$ cat src/rtl/iram_load_pkg.sv
// Shared types and stream-format constants for the instruction RAM loader.
// No ports: state enum, header/word byte counts, byte_ready state decode.
package iram_load_pkg;

   localparam int HDR_BYTES      = 2;
   localparam int BYTES_PER_WORD = 4;
   localparam int CNT_W          = HDR_BYTES * 8;
   localparam int BCNT_W         = $clog2(BYTES_PER_WORD);
   localparam int SR_W           = 8 * (BYTES_PER_WORD - 1);

   typedef enum logic [2:0] {
      S_IDLE,
      S_HDR_HI,
      S_HDR_LO,
      S_PAYLOAD,
      S_WRITE,
      S_CHECK,
      S_RUN,
      S_ERROR
   } state_t;

   // States in which the loader takes a byte from the stream.
   function automatic logic takes_byte(state_t s);
      return s inside {S_HDR_HI, S_HDR_LO, S_PAYLOAD, S_CHECK};
   endfunction

endpackage

$ cat src/rtl/iram_load_controller_if.sv
// Byte stream, CPU fetch address and instruction RAM port bundle.
// master: byte source / CPU side; slave: the load controller.
interface iram_load_controller_if #(
   parameter int ADDR_W = 10
);
   logic              load_start;
   logic              byte_valid;
   logic [7:0]        byte_data;
   logic              byte_ready;
   logic [ADDR_W-1:0] cpu_address;
   logic [ADDR_W-1:0] iram_address;
   logic              iram_write_en;
   logic [31:0]       iram_write_data;
   logic              cpu_hold;
   logic              load_done;
   logic              load_error;
   logic [ADDR_W:0]   words_loaded;

   modport master (
      output load_start, byte_valid, byte_data, cpu_address,
      input  byte_ready, iram_address, iram_write_en,
      input  iram_write_data, cpu_hold, load_done,
      input  load_error, words_loaded
   );

   modport slave (
      input  load_start, byte_valid, byte_data, cpu_address,
      output byte_ready, iram_address, iram_write_en,
      output iram_write_data, cpu_hold, load_done,
      output load_error, words_loaded
   );
endinterface

$ cat src/rtl/iram_byte_assembler.sv
// Packs big-endian stream bytes into 32-bit words.
// Ports: clock, clear, shift_en, byte_in -> word, word_valid.
module iram_byte_assembler
   import iram_load_pkg::*;
(
   input  logic        clock,
   input  logic        clear,
   input  logic        shift_en,
   input  logic [7:0]  byte_in,
   output logic [31:0] word,
   output logic        word_valid
);

   logic [SR_W-1:0]   sr;
   logic [BCNT_W-1:0] cnt;

   always_ff @(posedge clock) begin
      if (clear) begin
         sr  <= '0;
         cnt <= '0;
      end else if (shift_en) begin
         sr  <= {sr[SR_W-9:0], byte_in};
         cnt <= cnt + BCNT_W'(1);
      end
   end

   // Last byte of a word is presented directly, so the word is
   // complete in the same cycle it is accepted.
   assign word_valid = shift_en &&
                       (cnt == BCNT_W'(BYTES_PER_WORD - 1));
   assign word = {sr, byte_in};

endmodule

$ cat src/rtl/iram_load_controller.sv
// Loads the instruction RAM from a byte stream, then hands the RAM
// address port to the CPU. Ports: clock, reset, bus (slave modport).
// Optional IRAM_LOAD_CHECKSUM_EN adds a trailing XOR checksum byte.
module iram_load_controller
   import iram_load_pkg::*;
#(
   parameter int ADDR_W = 10,
   parameter int WORDS  = 1024
) (
   input  logic                   clock,
   input  logic                   reset,
   iram_load_controller_if.slave  bus
);

`ifdef IRAM_LOAD_CHECKSUM_EN
   localparam state_t FIN = S_CHECK;
`else
   localparam state_t FIN = S_RUN;
`endif

   state_t            state;
   logic [CNT_W-1:0]  n_words;
   logic [CNT_W-1:0]  hdr_n;
   logic [ADDR_W-1:0] waddr;
   logic [ADDR_W:0]   wl;
   logic [ADDR_W:0]   wl_nx;
   logic              acc;
   logic              wv;
   logic [31:0]       word;
   logic              hold;
   logic              done;
   logic              err;
   logic              we;
   logic [31:0]       wdata;

   // load_start wins: no byte is consumed in the restart cycle.
   assign bus.byte_ready   = !bus.load_start && takes_byte(state);
   assign acc              = bus.byte_valid && bus.byte_ready;
   assign bus.iram_address = (state == S_RUN) ? bus.cpu_address
                                              : waddr;

   assign bus.iram_write_en   = we;
   assign bus.iram_write_data = wdata;
   assign bus.cpu_hold        = hold;
   assign bus.load_done       = done;
   assign bus.load_error      = err;
   assign bus.words_loaded    = wl;

   assign hdr_n = {n_words[CNT_W-1:8], bus.byte_data};
   assign wl_nx = wl + (ADDR_W + 1)'(1);

   iram_byte_assembler u_asm (
      .clock      (clock),
      .clear      (reset || bus.load_start),
      .shift_en   (acc && (state == S_PAYLOAD)),
      .byte_in    (bus.byte_data),
      .word       (word),
      .word_valid (wv)
   );

`ifdef IRAM_LOAD_CHECKSUM_EN
   logic [7:0] csum;

   always_ff @(posedge clock) begin
      if (reset || bus.load_start)
         csum <= '0;
      else if (acc && (state != S_CHECK))
         csum <= csum ^ bus.byte_data;
   end
`endif

   always_ff @(posedge clock) begin
      if (reset) begin
         state   <= S_IDLE;
         n_words <= '0;
         waddr   <= '0;
         wl      <= '0;
         hold    <= 1'b1;
         done    <= 1'b0;
         err     <= 1'b0;
         we      <= 1'b0;
         wdata   <= '0;
      end else if (bus.load_start) begin
         state <= S_HDR_HI;
         waddr <= '0;
         wl    <= '0;
         hold  <= 1'b1;
         done  <= 1'b0;
         err   <= 1'b0;
         we    <= 1'b0;
      end else begin
         unique case (state)
            S_HDR_HI: if (acc) begin
               n_words <= {bus.byte_data, 8'h00};
               state   <= S_HDR_LO;
            end
            S_HDR_LO: if (acc) begin
               n_words <= hdr_n;
               if (hdr_n == '0) begin
                  state <= FIN;
                  if (FIN == S_RUN) begin
                     hold <= 1'b0;
                     done <= 1'b1;
                  end
               end else if (hdr_n > CNT_W'(WORDS)) begin
                  state <= S_ERROR;
                  err   <= 1'b1;
               end else begin
                  state <= S_PAYLOAD;
               end
            end
            S_PAYLOAD: if (acc && wv) begin
               state <= S_WRITE;
               we    <= 1'b1;
               wdata <= word;
            end
            S_WRITE: begin
               we    <= 1'b0;
               waddr <= waddr + ADDR_W'(1);
               wl    <= wl_nx;
               if (CNT_W'(wl_nx) == n_words) begin
                  state <= FIN;
                  if (FIN == S_RUN) begin
                     hold <= 1'b0;
                     done <= 1'b1;
                  end
               end else begin
                  state <= S_PAYLOAD;
               end
            end
`ifdef IRAM_LOAD_CHECKSUM_EN
            S_CHECK: if (acc) begin
               if (bus.byte_data == csum) begin
                  state <= S_RUN;
                  hold  <= 1'b0;
                  done  <= 1'b1;
               end else begin
                  state <= S_ERROR;
                  err   <= 1'b1;
               end
            end
`endif
            default: ;
         endcase
      end
   end

endmodule

$ cat src/flat_wrapper.sv
// flat-port wrapper written by rule: the top's interface ports become plain ports
module iram_load_controller_flat import iram_load_pkg::*;
#(
   parameter int ADDR_W = 10,
   parameter int WORDS  = 1024
)
  (clock, reset, bus_load_start, bus_byte_valid, bus_byte_data, bus_cpu_address, bus_byte_ready, bus_iram_address, bus_iram_write_en, bus_iram_write_data, bus_cpu_hold, bus_load_done, bus_load_error, bus_words_loaded);
  iram_load_controller_if #(.ADDR_W(ADDR_W)) bus_i ();
  input  logic clock;
  input  logic reset;
  input wire logic [$bits(bus_i.load_start)-1:0] bus_load_start;
  input wire logic [$bits(bus_i.byte_valid)-1:0] bus_byte_valid;
  input wire logic [$bits(bus_i.byte_data)-1:0] bus_byte_data;
  input wire logic [$bits(bus_i.cpu_address)-1:0] bus_cpu_address;
  output wire logic [$bits(bus_i.byte_ready)-1:0] bus_byte_ready;
  output wire logic [$bits(bus_i.iram_address)-1:0] bus_iram_address;
  output wire logic [$bits(bus_i.iram_write_en)-1:0] bus_iram_write_en;
  output wire logic [$bits(bus_i.iram_write_data)-1:0] bus_iram_write_data;
  output wire logic [$bits(bus_i.cpu_hold)-1:0] bus_cpu_hold;
  output wire logic [$bits(bus_i.load_done)-1:0] bus_load_done;
  output wire logic [$bits(bus_i.load_error)-1:0] bus_load_error;
  output wire logic [$bits(bus_i.words_loaded)-1:0] bus_words_loaded;
  assign bus_i.load_start = bus_load_start;
  assign bus_i.byte_valid = bus_byte_valid;
  assign bus_i.byte_data = bus_byte_data;
  assign bus_i.cpu_address = bus_cpu_address;
  assign bus_byte_ready = bus_i.byte_ready;
  assign bus_iram_address = bus_i.iram_address;
  assign bus_iram_write_en = bus_i.iram_write_en;
  assign bus_iram_write_data = bus_i.iram_write_data;
  assign bus_cpu_hold = bus_i.cpu_hold;
  assign bus_load_done = bus_i.load_done;
  assign bus_load_error = bus_i.load_error;
  assign bus_words_loaded = bus_i.words_loaded;
  iram_load_controller #(.ADDR_W(ADDR_W), .WORDS(WORDS)) u_core (.clock(clock), .reset(reset), .bus(bus_i));
endmodule
$ cat config.mk
export PLATFORM = sky130hd
export DESIGN_NAME = iram_load_controller_flat
export DESIGN_NICKNAME = d
export VERILOG_FILES = /design/src/rtl/iram_load_pkg.sv /design/src/rtl/iram_load_controller_if.sv /design/src/rtl/iram_byte_assembler.sv /design/src/rtl/iram_load_controller.sv /design/src/flat_wrapper.sv
export SDC_FILE = /design/constraint.sdc
export NUM_CORES = 1
export LEC_CHECK = 0
export BUFFER_PORTS_ARGS = -buffer_cell sky130_fd_sc_hd__buf_2
export CAP_MARGIN = 10
export CORE_ASPECT_RATIO = 1.4
export CORE_MARGIN = 3
export CORE_UTILIZATION = 28
export DETAILED_ROUTE_END_ITERATION = 7
export PLACE_DENSITY = 0.42
export SLEW_MARGIN = 20
export SYNTH_ARGS = -nofsm -noshare
export SYNTH_HDL_FRONTEND = slang
export SYNTH_SLANG_ARGS = --single-unit
$ cat constraint.sdc
create_clock -name clock -period 6.8 [get_ports clock]
set_clock_uncertainty 0.15 [all_clocks]
set_input_delay 0.68 -clock clock [delete_from_list [all_inputs] [get_ports clock]]
set_output_delay 0.68 -clock clock [all_outputs]
set_load 0.005 [all_outputs]
==> out/metrics.cfg, run 1 <==
[synthesis]
netlist_top_cells_count=nand2_1 (140), dfxtp_1 (102), a21oi_1 (74)
netlist_instances=531
synth-edff-count=0
netlist.area_leader.share=0.471
yosysMostFrequentCell=nand2_1
yosys_register_bits=102
ys_async_sr_fraction=0
ys_top_cells_by_area=dfxtp_1 (47%), nand2_1 (12%), a21oi_1 (8.5%)
synthDistinctLibCells=56
synth.cell_area_sq_um=4340
ys_warn_count=0
synth-seq-area-share=0.471
synth_flop_cell=dfxtp_1
synth_area_leader_cell=dfxtp_1
avgSynthCellArea_sq_um=8.17
syn_nets=556

[global_routing]
grt_start_max_net_pins=54
grt.total_usage=0.133
grt_first_pass_wirelength_mm=18.5
grt_pass1_vias=3537
grt_antenna_before_repair=0
grt_overflow=0

[power_and_ir_drop]
vdd_drop_max_mv=0.111
p_per_area_nw_per_um2=224
total_leakage_power_nw=1.93

[clock_tree]
clock_latency_ps=340
root_buffer=clkbuf_16
cts_setup_buffers=0
clock-sinks=102
cts_tree=done
cts_htree_levels=3
clock_path_buffers=2
cts_hold_buf=0
cts_buffers=9
clk_pin_slew_ps=80
cts_resized=0

[floorplanning]
start_util=0.287
die_y_um=153
dieWidth_um=111
design.portCount=80
core_sq_um=15100
placementRows=53
die_area_sq_um=17000

[job]
maxCapViolCount=0

[critical_path]
cp.arrival_ps=3080
crit_type=reg2reg
startpoint_type=flop
worstReg2RegEnd=u_core.bus.cpu_hold
worstPathRequired_ps=6880
cp_max_fo=8
cp-endpoint=u_core.bus.cpu_hold
r2r-start=u_core.bus.words_loaded[0]
worst_r2r_path_depth=7
cp-startpoint=u_core.bus.words_loaded[0]
cp-end-kind=flop
reg2reg_slack_ps=3800

[final_layout]
area_growth_pct=18.6
fill_cells=1653
final_nets=617
postLayoutCellArea_sq_um=5140
multiInputGateArea_sq_um=2140
diodes=0
seqCellArea_sq_um=2040
drive_gt1_frac=0.203

[detailed_routing]
wl_per_cell_um=14.3
viasPerCell=4.72
drt_iter0_drc=208
drt_first_pass_iters=5
drt-total-wl_mm=11.3
vias=3721
remaining_drc_errors=0
drtAntennaViolNets=0

[timing]
setup_violations=0
fmax_mhz=333
maxSlewHeadroom=0.354
hold_viol=0
tns_ps=0
post-route-period-util=0.441
rsz0062_at_grt=false
period_needed_ps=3000
slew_violations=0
tightest_slew_ps=966

[hold_path]
min_path_type=reg2reg
min_from=u_core.bus.iram_write_data[25]

[status]
status=finished clean

[placed_design]
io_buffers=79
place_congestion=0.727
dpl.hpwl_mm=8.04
placed_area_sq_um=4840

layout make-up:
cell class | count | share of cell area
Clock buffer | 9 | 0.0438
Clock inverter | 7 | 0.0109
Inverter | 3 | 0.00219
Multi-Input combinational cell | 394 | 0.416
Sequential cell | 102 | 0.397
Tap cell | 192 | 0.0467
Timing Repair Buffer | 82 | 0.0837
metal layers:
metal,routed length [um],up-vias,part of all wire,track usage
met1,4830,1721,0.43,0.160
met3,406,6,0.036,0.0269
met5,0,-,0,0
met2,5970,70,0.53,0.235
met4,111,0,0.0098,0.0429
li1,-,1924,-,-
critical path: stages, from the launching register on:
cell and delay, ps:
dfxtp_1 510, ha_1 340, and4_2 310, a21o_1 120, o41ai_1 60, or4_4 540
or4b_4 530, a221o_1 330
logic make-up after synthesis:
| kind of cell | Yosys count | share of synthesized area |
|---|---|---|
| and+or+nand+nor | 246 | 0.252 |
| AOI/OAI and AO/OA | 103 | 0.136 |
| DFF | 102 | 0.471 |
| buffers and inverters | 35 | 0.0372 |
| xor gates and xnor gates | 30 | 0.0641 |
| muxes | 12 | 0.0306 |
| adders and majority gates | 3 | 0.00866 |
where the power goes:
part            total, W  switching [W]  internal (W)
Clock           0.000496       0.000242      0.000254
Sequential      0.000604     0.00000417      0.000600
Combinational  0.0000500      0.0000336     0.0000164
Total            0.00115       0.000280      0.000870
sequential cells by signal, indices dropped and copies added (netlist names):
register and cells:
u_core.bus.iram_write_data 32, u_core.u_asm.sr 24, u_core.bus.load_done 1, u_core.state 3
u_core.u_asm.cnt 2, u_core.bus.cpu_hold 1, u_core.bus.words_loaded 11, u_core.bus.load_error 1
u_core.n_words 16, u_core.bus.iram_write_en 1, u_core.waddr 10
through the flow:
step | utilization | power, W | instances | setup slack [ps] | hold slack, ps
after floorplan | - | 0.000648 | 531 | 4120 | 282
after global placement | 0.320 | 0.000667 | 772 | 3660 | 289
after detailed placement | 0.320 | 0.000668 | 772 | 3610 | 294
after CTS | 0.339 | 0.00117 | 788 | 3790 | 304
after global routing | 0.340 | 0.00120 | 789 | 3690 | 320
final | 0.340 | 0.00115 | 789 | 3800 | 301
cell usage in the layout, fill, tap and decap left out, types with 9 or more instances in the layout:
| master | instances |
|---|---|
| clkbuf_16 | 9 |
| xor2_1 | 15 |
| xnor2_1 | 14 |
| mux2_2 | 10 |
| a21oi_1 | 74 |
| nand2_1 | 139 |
| buf_2 | 79 |
| nand3_1 | 19 |
| nor2_1 | 44 |
| dfxtp_1 | 102 |
| a22oi_1 | 9 |
how the worst min path moves through the flow:
stage | to | slack [ps] | cells past startpoint
floorplan | u_core.n_words[13] | 280 | 2
global placement | u_core.n_words[14] | 290 | 2
detailed placement | u_core.bus.iram_write_data[25] | 290 | 2
CTS | u_core.bus.iram_write_data[25] | 300 | 2
global route | u_core.bus.iram_write_data[25] | 320 | 2
finish | u_core.bus.iram_write_data[25] | 300 | 2
(Power assumes the default switching activity.)
==> inputs of run 2 (changes only) <==
- ABC_AREA: unset -> 1
- clock period: 6.8 -> 2.9 ns (I/O delays scaled with it)
==> out/metrics.cfg, run 2 <==
[placed_design]
io_buffers=79
place_congestion=0.774
dpl.hpwl_mm=9.28
dp_cells=853

[floorplanning]
start_util=0.288
dieWidth_um=111
die_y_um=154
placementRows=53
core_sq_um=15100
design.portCount=80
die_area_sq_um=17100

[final_layout]
fill_cells=1631
final_nets=697
largest_register_ffs=32
final_cell_mix=nand2_1 (139), dfxtp_1 (102), buf_2 (79)
drive_gt1_frac=0.167
instances_no_fill=869
diodes=0
final_common_cell=nand2_1
area_growth_pct=20.4
multiInputGateArea_sq_um=1970
seqCellArea_sq_um=2040

[timing]
fmax_mhz=423
hold_viol=0
period_needed_ps=2370
tns_ps=0
rsz0062_at_grt=false
setup_violations=0
post-route-period-util=0.816
maxSlewHeadroom=0.511
tightest_slew_ps=730
fin_hold_ws_ps=76.7
slew_violations=0

[critical_path]
cp_max_fo=24
slowest_stage=dfxtp_1
cp-end-kind=flop
crit_type=reg2reg
path_buf_inv=2
cp.arrival_ps=2490
cp.depth=12
worst_r2r_path_depth=12
worstPathRequired_ps=3020
crit_chain=nor2_1 -> nor3b_2 -> nand2_1 -> inv_2 -> nand2_4 -> nor2_8 -> inv_2 -> nand2_1 -> nand3_2 -> a21oi_2 -> nand2_1 -> a21oi_1
critPathMostFrequentCell=nand2_1
max_stage_delay_ps=440
startpoint_type=flop
crit_family=simple AND/OR/NAND/NOR gates

[power_and_ir_drop]
total_leakage_power_nw=2.25
combinationalPowerShare=0.040
power_frac_clock=0.445
switchingPower_w=0.000688
p_int_w=0.00205
vdd_drop_max_mv=0.239
p_per_area_nw_per_um2=521
switching_share=0.251
p_seq_frac=0.515

[synthesis]
syn_nets=628
ys_warn_count=0
synthDistinctLibCells=29
yosys_register_bits=102
netlist.area_leader.share=0.468
avgSynthCellArea_sq_um=7.23
synth-seq-area-share=0.468
synth_flop_cell=dfxtp_1
yosysMostFrequentCell=nand2_1
synthAdderAreaFrac=0.00861
synth_area_leader_cell=dfxtp_1
synth-edff-count=0
ys_async_sr_fraction=0
netlist_instances=603
synth_top_family_by_area=simple AND/OR/NAND/NOR gates
synth_mux_area_frac=0.00775
netlist_top_cells_count=nand2_1 (139), dfxtp_1 (102), a21oi_1 (75), nor2_1 (75), inv_1 (62)
yosys.area_share.simple=0.246
synth_xor_area_frac=0.00717
synth_compound_area_frac=0.181
synth.cell_area_sq_um=4360
ys_top_cells_by_area=dfxtp_1 (47%), nand2_1 (12%), a21oi_1 (8.6%)

[detailed_routing]
remaining_drc_errors=0
drt-total-wl_mm=12.6
vias=4042
drt_first_pass_iters=5
drt_iter0_drc=140
viasPerCell=4.65
drtAntennaViolNets=0
wl_per_cell_um=14.6

[global_routing]
grt.total_usage=0.150
grt_antenna_before_repair=0
grt_first_pass_wirelength_mm=20.6
grt_overflow=0
grt_pass1_vias=3896
grt_start_max_net_pins=50

[clock_tree]
cts_resized=0
cts_htree_levels=3
root_buffer=clkbuf_16
clock_latency_ps=350
cts_hold_buf=0
cts_buffers=9
clk_pin_slew_ps=80
clock-sinks=102
clock_path_buffers=2
cts_tree=done
cts_setup_buffers=0

[status]
status=finished clean

[hold_path]
holdPathStages=3
min_path_type=in2reg

[job]
maxCapViolCount=0

run 2: power by group through the flow:
stage	Sequential, W	Combinational [W]	Clock (W)
after floorplan	0.00144	0.0000619	0
after global placement	0.00144	0.000110	0
after detailed placement	0.00144	0.000111	0
after CTS	0.00141	0.000112	0.00125
after global routing	0.00141	0.000124	0.00130
final	0.00141	0.000110	0.00122
run 2: routing by layer:
metal | share of wire | track usage
met1 | 0.42 | 0.176
met2 | 0.52 | 0.270
met3 | 0.042 | 0.0280
met4 | 0.024 | 0.0557
met5 | 0 | 0
run 2: stage by stage:
| step | power (W) | setup WS (ps) | util | area, sq um |
|---|---|---|---|---|
| 6_report | 0.00273 | 533 | 0.347 | 5250 |
| 5_1_grt | 0.00284 | 353 | 0.347 | 5250 |
| 4_1_cts | 0.00277 | 536 | 0.347 | 5250 |
| 3_5_place_dp | 0.00155 | 566 | 0.327 | 4950 |
| 3_3_place_gp | 0.00155 | 734 | 0.327 | 4950 |
| 2_1_floorplan | 0.00150 | 1050 | - | 4360 |
run 2: logic make-up after synthesis:
logic type	count (synthesis)
mux	3
fa+ha+maj	3
compound gates	143
xor+xnor	2
simple gates	258
flops	102
buf+inv	92
run 2: worst reg2reg max path, cell delays in order, from the launching register on:
cell	delay (ps)
dfxtp_1	440
nor2_1	110
nor3b_2	180
nand2_1	130
inv_2	140
nand2_4	190
nor2_8	140
inv_2	170
nand2_1	150
nand3_2	110
a21oi_2	150
nand2_1	90
a21oi_1	150
run 2: area by class of cell:
cell class / instances / area share
Timing Repair Buffer: 85 / 0.0863
Clock buffer: 9 / 0.0429
Multi-Input combinational cell: 409 / 0.375
Inverter: 65 / 0.0465
Tap cell: 192 / 0.0458
Clock inverter: 7 / 0.0145
Sequential cell: 102 / 0.389
run 2: final timing paths:
path | from | to | slack (ps)
worst min-delay path | bus_byte_data[2] | u_core.n_words[2] | 80
worst max register to register | u_core.state[1] | u_core.state[0] | 530
worst max-delay path | u_core.state[1] | u_core.state[0] | 530
worst min register to register | u_core.n_words[15] | u_core.n_words[15] | 310
==> inputs of run 3 (changes only) <==
- ABC_AREA: 1 -> 0
- PLACE_DENSITY: 0.42 -> 0.43
- clock period: 2.9 -> 2 ns (I/O delays scaled with it)
==> out/metrics.cfg, run 3 (synthesis results as in run 1) <==
[floorplanning]
placementRows=53
design.portCount=80
die_y_um=153
die_area_sq_um=17000
start_util=0.287
core_sq_um=15100
dieWidth_um=111

[detailed_routing]
drt-total-wl_mm=12.5
vias=3966
drtAntennaViolNets=0
remaining_drc_errors=0
drt_iter0_drc=232
drt_first_pass_iters=4
viasPerCell=4.67
wl_per_cell_um=14.7

[critical_path]
worst_r2r_path_depth=7
worstPathRequired_ps=2080
cp-startpoint=u_core.bus.words_loaded[0]
worstReg2RegEnd=u_core.bus.cpu_hold
cp-end-kind=flop
startpoint_type=flop
r2r-start=u_core.bus.words_loaded[0]
cp_max_fo=5
reg2reg_slack_ps=-520
cp.arrival_ps=2610
crit_type=reg2reg
cp-endpoint=u_core.bus.cpu_hold

[placed_design]
place_ws_ps=-557
io_buffers=79
placed_area_sq_um=5320
dpl.hpwl_mm=9.01
place_congestion=0.798

[clock_tree]
clock_latency_ps=350
cts_tree=done
cts_htree_levels=3
clk_pin_slew_ps=70
clock-sinks=102
clock_path_buffers=2
root_buffer=clkbuf_16
cts_buffers=9

[final_layout]
postLayoutCellArea_sq_um=5770
diodes=0
drive_gt1_frac=0.303
final_cell_mix=nand2_1 (139), dfxtp_1 (98), buf_2 (79)
area_growth_pct=33.1
final_common_cell=nand2_1
final_nets=677
largest_register_ffs=32

[timing]
post-route-period-util=1.26
setup_violations=4
worst_slack_ps=-523
period_needed_ps=2520
hold_viol=0
rsz0062_at_grt=true
maxSlewHeadroom=0.555
slew_violations=0
tightest_slew_ps=667
fmax_mhz=396

[status]
status=finished with violations
violations=setup timing

[global_routing]
grt.total_usage=0.146
grt_overflow=0
grt_antenna_before_repair=0
grt_first_pass_wirelength_mm=20.2
grt_pass1_vias=4001
grt_start_max_net_pins=51

[power_and_ir_drop]
p_per_area_nw_per_um2=727
total_leakage_power_nw=2.26
vdd_drop_max_mv=0.362

[job]
maxCapViolCount=0

[hold_path]
min_path_type=in2reg
holdPathStages=3

-- run 3: changes by cell type in the layout (fill, tap and decap cells not counted), sizes merged, moves of 18 or more --
cell / change
inv: -63
buf: +56
o21ai: -34
nor2: -32
a211oi: -18
-- run 3: routing by layer --
metal  track usage  vias up  wire [um]
li1              -     2038          -
met1         0.166     1865       5460
met2         0.274       57       6600
met3        0.0273        6        298
met4        0.0435        0         99
met5             0        -          0
-- run 3: through the flow --
stage | cells | TNS, ps | power (W) | hold WS (ps) | utilization
finish | 849 | -1600 | 0.00420 | 61.7 | 0.382
global route | 849 | -1820 | 0.00436 | 67.8 | 0.382
CTS | 848 | -1510 | 0.00425 | 43.1 | 0.376
detailed placement | 829 | -1490 | 0.00232 | 295 | 0.352
global placement | 829 | -1410 | 0.00231 | 290 | 0.352
floorplan | 531 | -1200 | 0.00220 | 186 | -
-- run 3: worst min-delay path by stage --
stage,start,end,slack (ps)
2_1_floorplan,bus_byte_data[0],u_core.u_asm.sr[0],190
3_3_place_gp,u_core.n_words[14],u_core.n_words[14],290
3_5_place_dp,u_core.bus.iram_write_data[30],u_core.bus.iram_write_data[30],290
4_1_cts,bus_byte_valid,u_core.state[1],40
5_1_grt,bus_byte_valid,u_core.state[1],70
6_report,bus_byte_valid,u_core.state[1],60
-- run 3: power breakdown --
group	total (W)	internal (W)	switching [W]
Sequential	0.00205	0.00204	0.0000115
Combinational	0.000230	0.0000907	0.000140
Clock	0.00192	0.00111	0.000808
-- run 3: worst max-delay path, cell delays in order (launching register included) --
cell and delay [ps]:
dfxtp_2 360, ha_4 170, and4_4 210, a21o_1 100, o41ai_1 60, or4_4 540
or4b_4 520, a221o_1 300
-- run 3: cell type report --
class	instances	area [sq um]
clock buffers	10	229
multi-input cells	395	2260
clock inverters	6	95.1
flip-flops and latches	102	2050
fillers	1624	9350
inverters	3	11.3
well taps	192	240
repair buffers	141	886
-- run 3: timing repair --
action | in CTS | in global routing
resized for setup | 5 | 15
pin swaps | 3 | 4
cloned | 1 | 0
setup endpoints to repair | 14 | 20
hold buffers | 0 | 0
setup buffers | 2 | 1
